**src/rtl/execute_reg.sv**
```systemverilog
// Y86-64 decode-to-execute pipeline register with valA/valB forwarding,
// load/use hazard detection and a saturating bubble counter.
module execute_reg #(
  parameter int unsigned CNT_W        = 32,
  parameter logic [3:0]  RESET_PC_NOP = 4'h1
) (
  input  logic             clk_i,
  input  logic             rst_i,
  input  logic [3:0]       D_stat_i,
  input  logic [3:0]       D_icode_i,
  input  logic [3:0]       D_ifun_i,
  input  logic [63:0]      D_valC_i,
  input  logic [63:0]      D_valP_i,
  input  logic [63:0]      d_rvalA_i,
  input  logic [63:0]      d_rvalB_i,
  input  logic [3:0]       d_srcA_i,
  input  logic [3:0]       d_srcB_i,
  input  logic [3:0]       d_dstE_i,
  input  logic [3:0]       d_dstM_i,
  input  logic [3:0]       e_dstE_i,
  input  logic [63:0]      e_valE_i,
  input  logic [3:0]       M_dstM_i,
  input  logic [63:0]      m_valM_i,
  input  logic [3:0]       M_dstE_i,
  input  logic [63:0]      M_valE_i,
  input  logic [3:0]       W_dstM_i,
  input  logic [63:0]      W_valM_i,
  input  logic [3:0]       W_dstE_i,
  input  logic [63:0]      W_valE_i,
  input  logic             E_bubble_i,
  output logic [3:0]       E_stat_o,
  output logic [3:0]       E_icode_o,
  output logic [3:0]       E_ifun_o,
  output logic [63:0]      E_valC_o,
  output logic [63:0]      E_valA_o,
  output logic [63:0]      E_valB_o,
  output logic [3:0]       E_dstE_o,
  output logic [3:0]       E_dstM_o,
  output logic [3:0]       E_srcA_o,
  output logic [3:0]       E_srcB_o,
  output logic             load_use_o,
  output logic [CNT_W-1:0] bubble_cnt_o
);

  localparam logic [3:0] SAOK    = 4'h1;
  localparam logic [3:0] IMRMOVQ = 4'h5;
  localparam logic [3:0] IJXX    = 4'h7;
  localparam logic [3:0] ICALL   = 4'h8;
  localparam logic [3:0] IPOPQ   = 4'hB;
  localparam logic [3:0] RNONE   = 4'hF;

  logic [63:0] fwd_a, fwd_b;
  logic        bubble;

  // RNONE sources are excluded so an idle bypass stage (dst = RNONE) never hits.
  always_comb begin
    fwd_a = d_rvalA_i;
    if (D_icode_i == ICALL || D_icode_i == IJXX)       fwd_a = D_valP_i;
    else if (d_srcA_i != RNONE && d_srcA_i == e_dstE_i) fwd_a = e_valE_i;
    else if (d_srcA_i != RNONE && d_srcA_i == M_dstM_i) fwd_a = m_valM_i;
    else if (d_srcA_i != RNONE && d_srcA_i == M_dstE_i) fwd_a = M_valE_i;
    else if (d_srcA_i != RNONE && d_srcA_i == W_dstM_i) fwd_a = W_valM_i;
    else if (d_srcA_i != RNONE && d_srcA_i == W_dstE_i) fwd_a = W_valE_i;
  end

  always_comb begin
    fwd_b = d_rvalB_i;
    if (d_srcB_i != RNONE && d_srcB_i == e_dstE_i)      fwd_b = e_valE_i;
    else if (d_srcB_i != RNONE && d_srcB_i == M_dstM_i) fwd_b = m_valM_i;
    else if (d_srcB_i != RNONE && d_srcB_i == M_dstE_i) fwd_b = M_valE_i;
    else if (d_srcB_i != RNONE && d_srcB_i == W_dstM_i) fwd_b = W_valM_i;
    else if (d_srcB_i != RNONE && d_srcB_i == W_dstE_i) fwd_b = W_valE_i;
  end

  assign load_use_o = (E_icode_o == IMRMOVQ || E_icode_o == IPOPQ) && (E_dstM_o != RNONE) &&
                      (E_dstM_o == d_srcA_i || E_dstM_o == d_srcB_i);

  assign bubble = E_bubble_i | load_use_o;

  always_ff @(posedge clk_i or posedge rst_i) begin
    if (rst_i) begin
      E_stat_o  <= SAOK;
      E_icode_o <= RESET_PC_NOP;
      E_ifun_o  <= 4'h0;
      E_valC_o  <= 64'h0;
      E_valA_o  <= 64'h0;
      E_valB_o  <= 64'h0;
      E_dstE_o  <= RNONE;
      E_dstM_o  <= RNONE;
      E_srcA_o  <= RNONE;
      E_srcB_o  <= RNONE;
    end else if (bubble) begin
      E_stat_o  <= SAOK;
      E_icode_o <= RESET_PC_NOP;
      E_ifun_o  <= 4'h0;
      E_valC_o  <= 64'h0;
      E_valA_o  <= 64'h0;
      E_valB_o  <= 64'h0;
      E_dstE_o  <= RNONE;
      E_dstM_o  <= RNONE;
      E_srcA_o  <= RNONE;
      E_srcB_o  <= RNONE;
    end else begin
      E_stat_o  <= D_stat_i;
      E_icode_o <= D_icode_i;
      E_ifun_o  <= D_ifun_i;
      E_valC_o  <= D_valC_i;
      E_valA_o  <= fwd_a;
      E_valB_o  <= fwd_b;
      E_dstE_o  <= d_dstE_i;
      E_dstM_o  <= d_dstM_i;
      E_srcA_o  <= d_srcA_i;
      E_srcB_o  <= d_srcB_i;
    end
  end

  always_ff @(posedge clk_i or posedge rst_i) begin
    if (rst_i) begin
      bubble_cnt_o <= '0;
    end else if (bubble && bubble_cnt_o != '1) begin
      bubble_cnt_o <= bubble_cnt_o + CNT_W'(1);
    end
  end

endmodule

```
**config.mk**
```make
export PLATFORM = sky130hd
export DESIGN_NAME = execute_reg
export DESIGN_NICKNAME = d
export VERILOG_FILES = /design/src/rtl/execute_reg.sv
export SDC_FILE = /design/constraint.sdc
export NUM_CORES = 1
export LEC_CHECK = 0
export ABC_AREA = 1
export ABC_CLOCK_PERIOD_IN_PS = 9450
export BUFFER_PORTS_ARGS = -buffer_cell sky130_fd_sc_hd__buf_2
export CAP_MARGIN = 15
export CORE_AREA = 2 2 338 340
export CTS_CLUSTER_DIAMETER = 40
export CTS_CLUSTER_SIZE = 40
export DETAILED_ROUTE_END_ITERATION = 10
export DIE_AREA = 0 0 340 342
export PLACE_DENSITY = 0.43
export SYNTH_ARGS = -nofsm -noshare
export SYNTH_HDL_FRONTEND = slang
export SYNTH_SLANG_ARGS = --single-unit
```
**constraint.sdc**
```tcl
create_clock -name clk_i -period 9.45 [get_ports clk_i]
set_input_delay 0.945 -clock clk_i [delete_from_list [all_inputs] [get_ports clk_i]]
set_output_delay 0.945 -clock clk_i [all_outputs]
set_load 0.01 [all_outputs]
```
==> qor.yml, run 1 <==
grt.overflow.total: 0
ys_top_cells_by_area: "dfrtp_1 (30%), nand2_1 (12%), inv_1 (9.2%), nand3_1 (8.4%), nand4_1 (6.5%)"
setup_viol: 0
power_mw: 4.87
reg2reg_from: "E_dstM_o[3]"
vias: 23400
pre_cts_ws_ps: 5510
rrSetupSlack_ps: 6500
crit_type: "in2reg"
synth_area_sq_um: 19500
final_antenna_net_count: 0
cp_top_family: "buffers and inverters"
portBuffers: 879
ir_drop_mv: 0.108
post-route-drc-count: 0
drt_wl_total_um: 125000
insertion_delay_ps: 640
cts_setup_buffers: 0
dp_hpwl_um: 92500
synth_nets: 3498
cts.sinks: 252
cap_violations: 0
numCtsBuffers: 71
wl_per_cell_um: 24.0
synth_cell_types: 46
hold_class: "in2async"
slew_headroom: 0.243
grt_max_degree: 134
ios: 880
cts_tree: "done"
start_kind: "primary input"
yosys.area.top_type: "dfrtp_1"
synth_seq_area_share: 0.324
cts_hold_buf: 0
path_cells: "buf_2 -> inv_2 -> nand2_1 -> a21oi_1 -> nand2_4 -> clkinv_2 -> buf_4 -> nand2_1 -> nand3_2 -> nand3_2 -> a21oi_2"
synth_top_area_frac: 0.300
synth_cells: 2870
fin_ws_ps: 6080
viasPerCell: 4.47
syn_to_final_growth_pct: 40.3
antenna_found_initial: 77
die_y_um: 342
dr.first_iter.drc_count: 1896
status: "finished clean"
htreeDepth: 3
power.density_nw_per_um2: 178
yosysWarningCount: 0
hold_viol_final: 0
grt_pass1_vias: 22800
path_buf_inv: 4
layout_common_cells: "buf_2 (879), nand2_1 (603), inv_1 (477)"
die_w_um: 340
drive_gt1_frac: 0.341
timing.fmax_mhz: 296
design.die.area_sq_um: 116000
r2r_end: "E_valB_o[26]"
clkSlewWorstSetupHoldPaths_ps: 50
setup_tns_ps: 0
avgSynthCellArea_sq_um: 6.81
synth-seq-cells: 252
gp_congestion: 0.899
fillers: 12900
rsz0062_at_grt: "no"
power.leakage_nw: 14.8
crit_path_end_kind: "flop"
fin_crit_ps: 3370
skew_ps: 28.4
critPathArrivalTime_ps: 3910
grt_pass1_wl_um: 174000
slowest_delay_ps: 620
final_core_util: 0.242
slowest_stage: "buf_4"
clk_path_buf_depth: 3
start_util: 0.173
final_nets: 4266
finalCritPeriodShare: 0.357
cts_root_buf: "clkbuf_16"
worstMarginPinSlew_ps: 1140
cts_resized: 0
track_usage: 0.207
crit_required_ps: 9990
mostFrequentLayoutCell: "buf_2"
rr_worst_depth: 9
rows: 124
report.final.slew_viol_count: 0
cp_max_fo: 47
coreArea_sq_um: 113000
dr.pass1.iters: 5
final cells by class:
class | count | area, sq um | share of cell area
inverter | 495 | 1880 | 0.0685
timing repair buffer | 921 | 4740 | 0.173
tap | 1512 | 1890 | 0.0690
antenna | 25 | 62.6 | 0.00228
multi-input combinational | 1897 | 10100 | 0.367
clock buffer | 102 | 2010 | 0.0734
sequential | 252 | 6330 | 0.231
clock inverter | 27 | 442 | 0.0161
through the flow:
step / hold slack [ps] / cell area (sq um) / cells
6_report: 360 / 27400 / 5231
5_1_grt: 371 / 27400 / 5226
4_1_cts: 331 / 27400 / 5206
3_5_place_dp: 543 / 24900 / 5077
3_3_place_gp: 534 / 24900 / 5077
2_1_floorplan: 549 / 19500 / 2870
metal layers:
metal,part of all wire,track usage,vias to the layer above
li1,-,-,10800
met1,0.41,0.260,11200
met2,0.47,0.340,1064
met3,0.084,0.0611,268
met4,0.029,0.0679,52
met5,0.0028,0,-
synth_stat cells (all sizes together):
cell / number
nor2: 118
dfrtp: 234
nand4: 203
o21ai: 207
ha: 1
nor3: 15
o22ai: 3
clkbuf: 31
buf: 195
inv: 494
nor4: 11
a21oi: 196
nand2: 614
xnor2: 26
xor2: 33
or2: 76
o221ai: 1
clkinv: 1
a211oi: 1
dfstp: 18
nand3: 390
nand3b: 2
cells by family after synthesis:
group / after synthesis / share of synthesized area
XOR/XNOR: 59 / 0.0268
adder cells (fa/ha/maj): 1 / 0.000640
AND/OR/NAND/NOR: 1429 / 0.360
flip-flops: 252 / 0.324
buffers and inverters: 721 / 0.167
AO/OA/AOI/OAI: 408 / 0.122
power by group:
group | total (mW) | switching, mW | internal, mW
logic | 1.16 | 0.782 | 0.382
clock network | 2.46 | 0.833 | 1.63
registers | 1.25 | 0.0560 | 1.19
worst max-delay path by stage:
| stage | endpoint | cells after the start | start | slack (ps) |
|---|---|---|---|---|
| 2_1_floorplan | E_icode_o[1] | 1 | rst_i | 1610 |
| 3_3_place_gp | E_valB_o[58] | 11 | d_srcB_i[1] | 5490 |
| 3_5_place_dp | E_valB_o[58] | 11 | d_srcB_i[1] | 5510 |
| 4_1_cts | E_valB_o[58] | 11 | d_srcB_i[1] | 6170 |
| 5_1_grt | E_valA_o[3] | 11 | d_srcA_i[3] | 5940 |
| 6_report | E_valB_o[58] | 11 | d_srcB_i[1] | 6080 |
sequential cells by signal, summed over array words and instances (netlist names):
register      cells
E_dstE_o          4
E_dstM_o          4
E_icode_o         4
E_ifun_o          4
E_srcA_o          4
E_srcB_o          4
E_stat_o          4
E_valA_o         64
E_valB_o         64
E_valC_o         64
bubble_cnt_o     32
Power figures use the tool's default switching activity.
==> run 2: changes to the inputs <==
ABC_AREA = 0   (was 1)
ABC_CLOCK_PERIOD_IN_PS = 3500   (was 9450)
CORE_AREA = 2 2 347 349   (was 2 2 338 340)
DIE_AREA = 0 0 349 351   (was 0 0 340 342)
PLACE_DENSITY = 0.37   (was 0.43)
clock period = 3.5 ns   (was 9.45 ns; I/O delays follow)
==> run 2 against run 1 <==
Compared with the run above: synthesized area fell by 26%; combinational power grew 130%; sequential power rose to 2.7 times the previous value; global-route usage down 3.5 points; final cell count fell by 19%; die area grew 5.3%; clock-buffer cell count is 1 lower; sequential cell count stayed put; first-iteration DRC count down 23%; register-to-register slack lost 6200 ps; clock power grew to 2.9 times the previous value; critical endpoint is now E_valA_o[41]; highest routed layer unchanged.
==> qor.yml, run 2 <==
status: "finished clean"
drt_wl_total_um: 112000  # -11%
synth_area_sq_um: 14400  # -26%
design.die.area_sq_um: 122000  # +5.3%
report.final.slew_viol_count: 0  # unchanged
synth-seq-cells: 252  # unchanged
cts_resized: 0  # unchanged
regArea_sq_um: 6330  # unchanged
cts_root_buf: "clkbuf_16"
ios: 880  # unchanged
cts_tree: "done"
clkPwrFrac: 0.540  # +0.034
cp_max_fo: 34  # -28%
insertion_delay_ps: 640  # about the same
p_int_mw: 9.19  # +190%
avgSynthCellArea_sq_um: 9.38  # +38%
dpl.cell_count: 3858  # -24%
synth_seq_area_share: 0.438  # +0.114
fin_crit_ps: 3250
grt_pass1_wl_um: 149000  # -14%
fin_ws_ps: 251  # -5820 ps
rsz0062_at_grt: "no"
ys_top_cells_by_count: "nand2_1 (274), dfrtp_1 (234), nor2_1 (152)"
mostFrequentLayoutCell: "buf_2"
final_antenna_net_count: 0  # unchanged
yosysWarningCount: 0  # unchanged
coreArea_sq_um: 119000  # +5.2%
drive_gt1_frac: 0.409  # +0.0688
track_usage: 0.173  # -0.0348
grt_max_degree: 129  # -3.7%
path_cells: "xor2_1 -> nor4_2 -> o2111ai_4 -> inv_4 -> nor4_4 -> buf_12 -> nand2_1 -> o211ai_1 -> dlygate4sd3_1"
synth_cell_types: 45  # -2.2%
power.leakage_nw: 12.0  # -19%
antenna_found_initial: 95  # +23%
start_util: 0.121  # -0.0514
synth_cells: 1540  # -46%
htreeDepth: 3  # unchanged
power_frac_seq: 0.256  # about the same
slowest_delay_ps: 570  # -50 ps
fillers: 13300  # +3.4%
switching_power_mw: 4.04  # +140%
power.density_nw_per_um2: 513  # +190%
numCtsBuffers: 75  # +5.6%
grt.overflow.total: 0  # unchanged
slew_headroom: 0.272  # +0.0292
clk_path_buf_depth: 3  # unchanged
cap_violations: 0  # unchanged
crit_type: "reg2reg"
switching_share: 0.306  # -0.0374
dr.first_iter.drc_count: 1456  # -23%
clkSlewWorstSetupHoldPaths_ps: 50  # about the same
synth_top_area_frac: 0.405  # +0.106
finalCritPeriodShare: 0.928
power_mw: 13.2  # +170%
crit_path_end_kind: "flop"
slowest_stage: "dfstp_2"
hold_class: "in2reg"
worstMarginPinSlew_ps: 1090  # -43.8 ps
critPathArrivalTime_ps: 3820  # -90 ps
yosysMostFrequentCell: "nand2_1"
die_w_um: 349  # +2.6%
die_y_um: 351  # +2.6%
post-route-drc-count: 0  # unchanged
ys_top_cells_by_area: "dfrtp_1 (41%), nand2_1 (7.1%), a222oi_1 (4.4%), a311o_1 (4.4%), mux2i_1 (4.4%)"
reg_top3: "E_valA_o (64), E_valB_o (64), E_valC_o (64)"
synth-edff-count: 0  # unchanged
grt_pass1_vias: 18700  # -18%
multi_input_area_sq_um: 7430  # -26%
wl_per_cell_um: 26.3  # +9.6%
rrSetupSlack_ps: 250  # -6250 ps
synth_nets: 2168  # -38%
ir_drop_mv: 0.297  # +180%
dr.pass1.iters: 8  # +3
cts.sinks: 252  # unchanged
viasPerCell: 4.33  # -3.2%
dp_hpwl_um: 85500  # -7.5%
vias: 18400  # -21%
gp_congestion: 0.841  # -6.4%
crit_required_ps: 4070  # -5920 ps
final_core_util: 0.217  # -0.0256
p_comb_frac: 0.203  # -0.036
hold_viol_final: 0  # unchanged
syn_to_final_growth_pct: 78.6
rows: 127  # +2.4%
portBuffers: 879  # unchanged
setup_viol: 0  # unchanged
timing.fmax_mhz: 308
instances_no_fill: 4248  # -19%
pre_cts_ws_ps: 627  # -4890 ps
layout_common_cells: "buf_2 (879), nand2_1 (270), dfrtp_1 (234)"
start_kind: "flop"
skew_ps: 32.7  # +4.28 ps
async_flop_share: 1.00  # unchanged
final_nets: 3246  # -24%
synth_top_flop_cell: "dfrtp_1"
yosys.area.top_type: "dfrtp_1"
-- run 2: changes by cell type in the layout (fill, tap and decap cells not counted), moves of 82 or more --
cell / change
a21oi_1: -111
o21ai_0: -155
nand2_1: -333
nand4_1: -191
dlygate4sd3_1: +231
inv_1: -471
a21oi_2: -82
nand3_1: -310
-- run 2: power groups by stage --
stage / clock network (mW) / registers (mW) / logic [mW]
after floorplan: 0 / 3.54 / 0.921
after global placement: 0 / 3.44 / 2.47
after detailed placement: 0 / 3.43 / 2.47
after CTS: 7.35 / 3.40 / 2.74
after global routing: 7.48 / 3.42 / 2.89
final: 7.15 / 3.39 / 2.69
-- run 2: cell type report --
cell class              instances  share of cell area
well taps                    1548              0.0751
clock buffers                 101              0.0808
inverters                       9             0.00155
repair buffers               1158               0.286
diodes                         20             0.00194
clock inverters                38              0.0212
flip-flops and latches        252               0.245
multi-input cells            1122               0.288
-- run 2: through the flow --
| stage | instance area [sq um] | TNS [ps] | hold WS (ps) |
|---|---|---|---|
| after global routing | 25800 | 0 | 20.6 |
| after global placement | 20800 | 0 | 478 |
| after detailed placement | 20800 | 0 | 482 |
| after floorplan | 14500 | -35330 | 460 |
| after CTS | 25800 | 0 | 0.944 |
| final | 25800 | 0 | 52.0 |
-- run 2: cell families after synthesis --
kind of cell             synth area share
flip-flops                          0.438
AO/OA/AOI/OAI                       0.234
buffers and inverters              0.0522
adder cells (fa/ha/maj)          0.000866
multiplexers                       0.0451
XOR/XNOR                           0.0479
AND/OR/NAND/NOR                     0.182
-- run 2: worst paths after layout --
path / start / end / cells after the start
max: E_dstM_o[0] / E_valA_o[41] / 9
min: D_valC_i[36] / E_valC_o[36] / 2
max reg2reg: E_dstM_o[0] / E_valA_o[41] / 9
min reg2reg: bubble_cnt_o[21] / bubble_cnt_o[21] / 1
max in group asynchronous: rst_i / E_valB_o[0] / 4
min in group asynchronous: rst_i / E_valA_o[13] / 3
-- run 2: metal layers --
layer	track usage	share of wire	wire, um
met5	0	0.0041	453
met4	0.0580	0.028	3130
met2	0.295	0.49	54200
met1	0.198	0.39	43000
met3	0.0646	0.096	10700
-- run 2: what timing repair did --
item | 4_1_cts | 5_1_grt
hold endpoints to repair | 210 | 0
hold buffers | 231 | 0
setup buffers | 0 | 0
-- run 2: worst max-delay path, delay by kind of cell (launching register included) --
kind / cells / cell delay [ps]
flops: 1 / 570
buf+inv: 3 / 1100
xor+xnor: 1 / 190
compound gates: 2 / 560
simple gates: 3 / 680
